--- src/rtl/ptp_pkg.sv ---
// Shared PTP receive definitions: flit framing codes, message types, field positions and FSM states.
package ptp_pkg;

   localparam int unsigned FLIT_W    = 134;
   localparam int unsigned PAYLOAD_W = 128;
   localparam int unsigned TS_W      = 48;
   localparam int unsigned PORT_W    = 6;
   localparam int unsigned MAC_W     = 48;
   localparam int unsigned KEY_W     = MAC_W + PORT_W;
   localparam int unsigned MSG_W     = 8;
   localparam int unsigned TYPE_W    = 4;
   localparam int unsigned CNT_W     = 32;

   localparam logic [15:0]       PTP_ETYPE     = 16'h88F7;
   localparam logic [MSG_W-1:0]  PTP_MSG_SYNC  = 8'h01;
   localparam logic [MSG_W-1:0]  PTP_MSG_REQ   = 8'h03;
   localparam logic [MSG_W-1:0]  PTP_MSG_RESP  = 8'h04;
   localparam logic [MAC_W-1:0]  MAC_BCAST     = 48'hFFFF_FFFF_FFFF;
   localparam logic [TYPE_W-1:0] RCV_TYPE_SYNC = 4'd1;
   localparam logic [TYPE_W-1:0] RCV_TYPE_RESP = 4'd4;

   // Bit positions inside the 128-bit flit payload
   localparam int unsigned META_PORT_LSB = 120;
   localparam int unsigned META_TS_LSB   = 0;
   localparam int unsigned TAIL_TS_LSB   = 48;

   typedef enum logic [1:0] {
      FLIT_NONE = 2'b00,
      FLIT_HEAD = 2'b01,
      FLIT_TAIL = 2'b10,
      FLIT_MID  = 2'b11
   } flit_code_t;

   typedef struct packed {
      flit_code_t            code;
      logic [3:0]            vbyte;
      logic [PAYLOAD_W-1:0]  payload;
   } flit_t;

   typedef struct packed {
      logic [MAC_W-1:0] dst;
      logic [MAC_W-1:0] src;
      logic [15:0]      etype;
      logic [MSG_W-1:0] msgtype;
      logic [7:0]       rsvd;
   } eth_hdr_t;

   typedef enum logic [1:0] {
      ST_IDLE,
      ST_META,
      ST_ETH,
      ST_BODY
   } rx_state_t;

endpackage

--- src/rtl/ptp_rx_stats.sv ---
// Wrapping receive statistics counters for the PTP RX parser.
module ptp_rx_stats
   import ptp_pkg::*;
(
   input  logic             clk,
   input  logic             rst_n,
   input  logic             sync_inc,
   input  logic             req_inc,
   input  logic             resp_inc,
   input  logic             drop_inc,
   output logic [CNT_W-1:0] rx_sync_cnt,
   output logic [CNT_W-1:0] rx_req_cnt,
   output logic [CNT_W-1:0] rx_resp_cnt,
   output logic [CNT_W-1:0] rx_drop_cnt
);

   always_ff @(posedge clk or negedge rst_n) begin
      if (!rst_n) begin
         rx_sync_cnt <= '0;
         rx_req_cnt  <= '0;
         rx_resp_cnt <= '0;
         rx_drop_cnt <= '0;
      end else begin
         if (sync_inc) rx_sync_cnt <= rx_sync_cnt + CNT_W'(1);
         if (req_inc)  rx_req_cnt  <= rx_req_cnt  + CNT_W'(1);
         if (resp_inc) rx_resp_cnt <= rx_resp_cnt + CNT_W'(1);
         if (drop_inc) rx_drop_cnt <= rx_drop_cnt + CNT_W'(1);
      end
   end

endmodule

--- src/rtl/ptp_rx_parser.sv ---
// Receive-side PTP parser: extracts req keys/timestamps and sync/resp reports from the MAC RX flit stream.
// Define PTP_RX_STATS_EN to add the rx_*_cnt statistics outputs.
module ptp_rx_parser
   import ptp_pkg::*;
(
   input  logic              clk,
   input  logic              rst_n,
   input  logic              in_data_wr,
   input  logic [FLIT_W-1:0] in_data,
   input  logic              in_valid_wr,
   input  logic              in_valid,
   input  logic [MAC_W-1:0]  MAC_ADDR,
   output logic [KEY_W-1:0]  key,
   output logic              key_valid,
   output logic [TS_W-1:0]   ts_4,
   output logic              ts_4_valid,
   output logic [TYPE_W-1:0] ptp_rcv_type,
   output logic              ptp_rcv_valid,
   output logic [TS_W-1:0]   t_origin,
   output logic [TS_W-1:0]   t_rx
`ifdef PTP_RX_STATS_EN
   ,
   output logic [CNT_W-1:0]  rx_sync_cnt,
   output logic [CNT_W-1:0]  rx_req_cnt,
   output logic [CNT_W-1:0]  rx_resp_cnt,
   output logic [CNT_W-1:0]  rx_drop_cnt
`endif
);

   flit_t     flit;
   eth_hdr_t  hdr;
   rx_state_t state_q, state_d;

   logic              cap_meta, cap_eth, tail_eth, tail_short;
   logic              accept, is_sync, is_req, is_resp, is_drop;
   logic [PORT_W-1:0] port_q;
   logic [TS_W-1:0]   rx_ts_q;
   logic [MAC_W-1:0]  src_q;
   logic [MSG_W-1:0]  msg_q;
   logic              hit_q;

   assign flit = flit_t'(in_data);
   assign hdr  = eth_hdr_t'(flit.payload);

   always_ff @(posedge clk or negedge rst_n) begin
      if (!rst_n) state_q <= ST_IDLE;
      else        state_q <= state_d;
   end

   // A head always restarts parsing; mid/tail only advance an open packet
   always_comb begin
      state_d    = state_q;
      cap_meta   = 1'b0;
      cap_eth    = 1'b0;
      tail_eth   = 1'b0;
      tail_short = 1'b0;
      if (in_data_wr) begin
         if (flit.code == FLIT_HEAD) begin
            state_d  = ST_META;
            cap_meta = 1'b1;
         end else begin
            case (state_q)
               ST_META: begin
                  if (flit.code == FLIT_MID) begin
                     state_d = ST_ETH;
                     cap_eth = 1'b1;
                  end else if (flit.code == FLIT_TAIL) begin
                     state_d    = ST_IDLE;
                     tail_short = 1'b1;
                  end
               end
               ST_ETH, ST_BODY: begin
                  if (flit.code == FLIT_MID) begin
                     state_d = ST_BODY;
                  end else if (flit.code == FLIT_TAIL) begin
                     state_d  = ST_IDLE;
                     tail_eth = 1'b1;
                  end
               end
               default: ;
            endcase
         end
      end
      accept  = tail_eth & in_valid_wr & in_valid & hit_q;
      is_sync = accept & (msg_q == PTP_MSG_SYNC);
      is_req  = accept & (msg_q == PTP_MSG_REQ);
      is_resp = accept & (msg_q == PTP_MSG_RESP);
      is_drop = tail_short | (tail_eth & ~(is_sync | is_req | is_resp));
   end

   // Per-packet context captured from the meta and Ethernet flits
   always_ff @(posedge clk or negedge rst_n) begin
      if (!rst_n) begin
         port_q  <= '0;
         rx_ts_q <= '0;
         src_q   <= '0;
         msg_q   <= '0;
         hit_q   <= 1'b0;
      end else begin
         if (cap_meta) begin
            port_q  <= flit.payload[META_PORT_LSB +: PORT_W];
            rx_ts_q <= flit.payload[META_TS_LSB +: TS_W];
         end
         if (cap_eth) begin
            src_q <= hdr.src;
            msg_q <= hdr.msgtype;
            hit_q <= (hdr.etype == PTP_ETYPE) && ((hdr.dst == MAC_ADDR) || (hdr.dst == MAC_BCAST));
         end
      end
   end

   always_ff @(posedge clk or negedge rst_n) begin
      if (!rst_n) begin
         key           <= '0;
         key_valid     <= 1'b0;
         ts_4          <= '0;
         ts_4_valid    <= 1'b0;
         ptp_rcv_type  <= '0;
         ptp_rcv_valid <= 1'b0;
         t_origin      <= '0;
         t_rx          <= '0;
      end else begin
         key_valid     <= is_req;
         ts_4_valid    <= is_req;
         ptp_rcv_valid <= is_sync | is_resp;
         if (is_req) begin
            key  <= {src_q, port_q};
            ts_4 <= rx_ts_q;
         end
         if (is_sync | is_resp) begin
            ptp_rcv_type <= is_sync ? RCV_TYPE_SYNC : RCV_TYPE_RESP;
            t_origin     <= flit.payload[TAIL_TS_LSB +: TS_W];
            t_rx         <= rx_ts_q;
         end
      end
   end

`ifdef PTP_RX_STATS_EN
   ptp_rx_stats u_stats (
      .clk         (clk),
      .rst_n       (rst_n),
      .sync_inc    (is_sync),
      .req_inc     (is_req),
      .resp_inc    (is_resp),
      .drop_inc    (is_drop),
      .rx_sync_cnt (rx_sync_cnt),
      .rx_req_cnt  (rx_req_cnt),
      .rx_resp_cnt (rx_resp_cnt),
      .rx_drop_cnt (rx_drop_cnt)
   );
   logic unused_bits;
   assign unused_bits = ^{flit.vbyte, hdr.rsvd};
`else
   logic unused_bits;
   assign unused_bits = ^{flit.vbyte, hdr.rsvd, is_drop};
`endif

endmodule

--- config.mk ---
export PLATFORM = sky130hd
export DESIGN_NAME = ptp_rx_parser
export DESIGN_NICKNAME = d
export VERILOG_FILES = /design/src/rtl/ptp_pkg.sv /design/src/rtl/ptp_rx_stats.sv /design/src/rtl/ptp_rx_parser.sv
export SDC_FILE = /design/constraint.sdc
export NUM_CORES = 1
export LEC_CHECK = 0
export BUFFER_PORTS_ARGS = -buffer_cell sky130_fd_sc_hd__buf_2
export CORE_ASPECT_RATIO = 1.1
export CORE_MARGIN = 8
export CORE_UTILIZATION = 40
export CTS_BUF_LIST = sky130_fd_sc_hd__clkbuf_16
export CTS_CLUSTER_SIZE = 20
export DETAILED_ROUTE_END_ITERATION = 7
export PLACE_DENSITY_LB_ADDON = 0.25
export SLEW_MARGIN = 20
export SYNTH_ARGS = -nofsm -noshare
export SYNTH_HDL_FRONTEND = slang
export SYNTH_SLANG_ARGS = --single-unit
--- constraint.sdc ---
create_clock -name clk -period 5.5 [get_ports clk]
set_clock_uncertainty 0.1 [all_clocks]
set_input_delay 1.65 -clock clk [delete_from_list [all_inputs] [get_ports clk]]
set_output_delay 1.65 -clock clk [all_outputs]
set_load 0.005 [all_outputs]
**Word-level counts from Yosys, hierarchy flattened**

Index checks and enable logic that the tools add are counted.

- Register bits after elaboration: 317
- Input port bits: 187
- Output and inout bits: 205
- Logic and storage cells: 54

- Eq/ne operators: 12
- Muxes and demuxes: 17
- Bitwise operators: 7
- Reductions and logical operators: 5

Operators by type and width:

| operator | count |
|---|---|
| $eq 48x48->1 | 1 |
| $eq 48x48->1 const B | 1 |
| $eq 16x16->1 const B | 1 |
| $mux 1 | 11 |
| $eq 2x2->1 const B | 4 |
| $eq 8x1->1 const B | 1 |
| $eq 8x2->1 const B | 1 |
| $eq 8x3->1 const B | 1 |
| $mux 2 | 4 |
| $and 1x1->1 | 6 |
| $eq 2x1->1 const B | 2 |
| $pmux 2 s2 | 1 |
| $mux 3 | 1 |
| $reduce_bool 3->1 | 1 |
| $reduce_and 2->1 | 1 |
| $reduce_or 2->1 | 1 |
| $logic_and 1x1->1 | 1 |
| $logic_or 1x1->1 | 1 |
| $or 1x1->1 | 1 |

**Depth between registers and ports, before layout**

- Depth in word-level cells: 11
- Depth in mapped cells: 7
- Mapped depth without buffers: 5

**Least setup slack after synthesis**

No wires, ideal clock.

- Path type: input to register
- Start: in in_data[132]
- End: reg t_origin[18]
- Library setup time: 127 ps
- Arrival time: 3741 ps
- Data required time: 5273 ps
- Setup slack: 1531 ps
- Stages on the path: 7
- Buffers on the path: 2
- Cells stage by stage: or4_1 -> or4_4 -> or2_1 -> nor2_4 -> buf_6 -> buf_6 -> mux2_1

- Word-level cells in the longest chain between the ends: 11
- Elaborated cells between the ends (all ways): 14
- Those cells by class: 3 x eq/ne; 5 x mux; 6 x bitwise

RTL lines:

| element | line | text |
|---|---|---|
| from (decl) | ptp_rx_parser.sv:9 | `input logic [FLIT_W-1:0] in_data,` |
| $eq 2x2->1 | ptp_rx_parser.sv:75 | `end else if (flit.code == FLIT_TAIL) begin` |
| $mux 1 (2 in series) | -- |  |
| $mux 1 | ptp_rx_parser.sv:62 | `case (state_q)` |
| $mux 1 (*) | ptp_rx_parser.sv:58 | `if (flit.code == FLIT_HEAD) begin` |
| $mux 1 (*) | ptp_rx_parser.sv:57 | `if (in_data_wr) begin` |
| $and 1x1->1 (*) (3 in series) | ptp_rx_parser.sv:84 | `accept = tail_eth & in_valid_wr & in_valid & hit_q;` |
| $and 1x1->1, on equally long branches | ptp_rx_parser.sv:85, ptp_rx_parser.sv:87 |  |
| $or 1x1->1 (*) | ptp_rx_parser.sv:130 | `if (is_sync \| is_resp) begin` |
| to (signal assigned) | ptp_rx_parser.sv:132 | `t_origin <= flit.payload[TAIL_TS_LSB +: TS_W];` |
| to (decl) | ptp_rx_parser.sv:19 | `output logic [TS_W-1:0] t_origin,` |

Every way passes the cells marked *; elsewhere a longest branch is shown, timed or not.
A chain may end at the register's enable or synchronous reset.

**Worst setup path after layout**

- Start: in in_data[132]
- End: reg t_rx[2]

- Word-level cells in the longest chain between the ends: 11
- Elaborated cells between the ends (all ways): 14
- Those cells by class: 3 x eq/ne; 5 x mux; 6 x bitwise

RTL lines:

| element | line | text |
|---|---|---|
| $eq 2x2->1 | ptp_rx_parser.sv:75 |  |
| $mux 1 (2 in series) | -- |  |
| $mux 1 | ptp_rx_parser.sv:62 |  |
| $mux 1 (*) | ptp_rx_parser.sv:58 |  |
| $mux 1 (*) | ptp_rx_parser.sv:57 |  |
| $and 1x1->1 (*) (3 in series) | ptp_rx_parser.sv:84 |  |
| $and 1x1->1, on equally long branches | ptp_rx_parser.sv:85, ptp_rx_parser.sv:87 |  |
| $or 1x1->1 (*) | ptp_rx_parser.sv:130 |  |
| to (signal assigned) | ptp_rx_parser.sv:133 | `t_rx <= rx_ts_q;` |
| to (decl) | ptp_rx_parser.sv:20 | `output logic [TS_W-1:0] t_rx` |

Marked as above.

==> summary.md <==
| Metric | Value |
|---|---|
| Outcome | complete, no violations |
| Cell Chain, Critical Path | buf_2 -> or4_1 -> or4_4 -> or2_1 -> nor2_4 -> buf_4 -> mux2_2 |
| Vias per cell | 4.899 |
| Area contributors post-synth | dfrtp_1 63%, mux2_2 25%, xnor2_1 3.5% |
| Met3 usage | 0.05395 |
| Final nets | 1363 |
| TritonCTS Buffers | 34 |
| M2 GR Usage | 0.3070 |
| Crit start category | input pin |
| Sequential area share after synthesis | 0.6349 |
| Final Max Slew Viols | 0 |
| Final period util | 0.7203 |
| Core Box Area | 30510 um2 |
| Via count | 7922 |
| Clock slew at reported path FFs | 60 ps |
| Rel. slew slack | 0.2864 |
| Crit-path slowest cell | or4_4 |
| Cell variety after synth | 33 |
| Layout cells sized above 1 | 0.6053 |
| Syn Area/Cell | 15.98 um2 |
| Final Hold Fails | 0 |
| PwrDens | 335.1 nW/um2 |
| CTS tree | built |
| Setup TNS | 0 ps |
| DR pass1 iterations | 4 |
| Number of flops mapped to enable cells by yosys | 0 |
| Critical Path RT | 5770 ps |
| CP arrival | 4230 ps |
| Crit Path Max Fanout | 40 |
| CP Class | input pin to register |
| H-tree levels | 2 |
| IO Pins | 392 |
| Layout Area Growth over Synthesis | 27.84% |
| Hold WS | 377.5 ps |
| Antenna violations before repair | 2 |
| Hold Buf Count CTS | 0 |
| Initial DRC Count | 322 |
| Largest net degree at the start of global routing | 128 |
| Post-synth top flop | dfrtp_1 |
| Starting density of the core | 0.4069 |
| RSZ-0062 raised after global routing | no |
| Final GP Congestion | 0.8440 |
| Row count | 67 |
| GR Util met1 | 0.1959 |
| Crit path buffers/inverters | 2 |
| Max Fclk | 0.2524 GHz |
| Die height | 200.8 um |
| Max-cap violation count | 0 |
| Clk_lat worst skew | 500 ps |
| Die X | 184.0 um |
| VDD IR max | 0.1509 mV |
| DRC | 0 |
| Synth Warn # | 0 |
| Layer with the highest usage | met2 |
| Vias in the first global route | 8889 |
| #FFs+latches synth | 315 |
| Grt ovf | 0 |
| P_leak | 8.397 nW |
| PostCTS Resize Cnt | 0 |
| IO buf count | 385 |
| Clock buffer depth | 3 |
| Syn Inst Count | 777 |
| Top delay family on crit path | simple AND/OR/NAND/NOR gates |
| CP peak stage delay | 560 ps |
| HP Class | register to register |
| Synth top area share | 0.6349 |
| Slew @ Worst Pin | 1067 ps |
| Post-synth ARST share | 1.000 |
| Post-DR wirelength/cell | 20.20 um |
| CP Capture Type | register |
| First-pass GRT wire length | 50850 um |
| Routed Antenna Nets | 0 |
| Die area | 36940 um2 |
| Postcts setup bufs | 0 |
| Fin crit period | 3962 ps |
| CTS Sinks | 315 |
| Synth Cell Area | 12420 um2 |
| DP HPWL | 24280 um |
| Final number of setup-violating endpoints | 0 |
| WL final | 32660 um |
| Fill cell count | 2736 |
| Root Buffer | clkbuf_16 |
| Tot GR Track Use | 0.1757 |
| Cell taking the most area after synthesis | dfrtp_1 |
[state kept, by name, indices dropped and copies added (netlist names)]
| register | flops |
|---|---|
| t_origin | 48 |
| hit_q | 1 |
| ptp_rcv_type | 2 |
| state_q | 2 |
| ts_4 | 48 |
| ts_4_valid | 1 |
| t_rx | 48 |
| src_q | 48 |
| ptp_rcv_valid | 1 |
| msg_q | 8 |
| rx_ts_q | 48 |
| port_q | 6 |
| key | 54 |
[cell type report]
| type | count | area (um2) | area share |
|---|---|---|---|
| timing repair buffer | 399 | 2092 | 0.1318 |
| multi-input combinational | 425 | 4328 | 0.2727 |
| clock inverter | 26 | 167.7 | 0.01056 |
| inverter | 1 | 3.754 | 0.0002365 |
| tap | 414 | 518.0 | 0.03263 |
| antenna | 2 | 5.005 | 0.0003153 |
| sequential | 315 | 7883 | 0.4966 |
| clock buffer | 35 | 875.8 | 0.05518 |
[final timing paths]
path                                endpoint  cells past startpoint          from  slack [ps]
min in group asynchronous       t_origin[42]                      1         rst_n        1160
worst min register to register  t_origin[18]                      1  t_origin[18]         380
worst max-delay path                 t_rx[2]                      7  in_data[132]        1540
max in group asynchronous          src_q[19]                      2         rst_n        2980
worst min-delay path            t_origin[18]                      1  t_origin[18]         380
worst max register to register       t_rx[2]                      6      msg_q[3]        2480
[cell usage after synthesis, types with 2 or more instances]
cell	count
buf_4	9
nor4_1	6
buf_6	4
buf_1	7
a21oi_1	3
o22ai_1	2
buf_2	11
mux2_2	278
o21ai_0	4
dfrtp_1	315
nor2_1	3
xnor2_1	49
nand2_1	6
mux2_1	30
nand4_1	27
clkbuf_1	6
[through the flow]
| stage | total power [mW] | setup WS [ps] | cells | instance area [um2] | utilization |
|---|---|---|---|---|---|
| CTS | 5.402 | 1515 | 1615 | 15870 | 0.5200 |
| finish | 5.318 | 1538 | 1617 | 15870 | 0.5202 |
| detailed placement | 3.246 | 1007 | 1554 | 14820 | 0.4858 |
| global placement | 3.216 | 1032 | 1554 | 14820 | 0.4858 |
| floorplan | 2.992 | 1531 | 778 | 12420 | - |
| global route | 5.579 | 1456 | 1616 | 15870 | 0.5201 |
[cells in the final DEF (no fill, tap or decap), types with 3 or more instances in the layout]
master | Yosys | final
a21oi_1 | 3 | 3
buf_12 | 0 | 4
buf_2 | 11 | 384
buf_4 | 9 | 10
clkbuf_16 | 0 | 35
clkinv_1 | 0 | 8
clkinv_2 | 0 | 6
dfrtp_1 | 315 | 315
inv_1 | 1 | 9
mux2_1 | 30 | 30
mux2_2 | 278 | 278
nand2_1 | 6 | 6
nand4_1 | 27 | 27
nor2_1 | 3 | 3
nor4_1 | 6 | 6
o21ai_0 | 4 | 4
xnor2_1 | 49 | 49
[power by group]
part / switching, mW / internal [mW]
Sequential: 0.140 / 2.57
Combinational: 0.201 / 0.284
Clock: 0.879 / 1.25
Total: 1.22 / 4.10
[kinds of logic (layout without fill, tap and decap cells)]
group | count (synthesis) | in the layout | share of synthesized area
other | 1 | 4 | 0.0003020
buffers and inverters | 38 | 461 | 0.01774
and+or+nand+nor | 54 | 54 | 0.02751
AOI/OAI and AO/OA | 12 | 12 | 0.005644
xor gates and xnor gates | 49 | 49 | 0.03457
muxes | 308 | 308 | 0.2794
DFF | 315 | 315 | 0.6349
[per-layer routing]
layer,vias to the layer above,wire length [um]
li1,3581,-
met1,3996,12370
met2,288,16580
met3,57,2544
met4,0,1163
met5,-,0
Power figures use the tool's default switching activity.
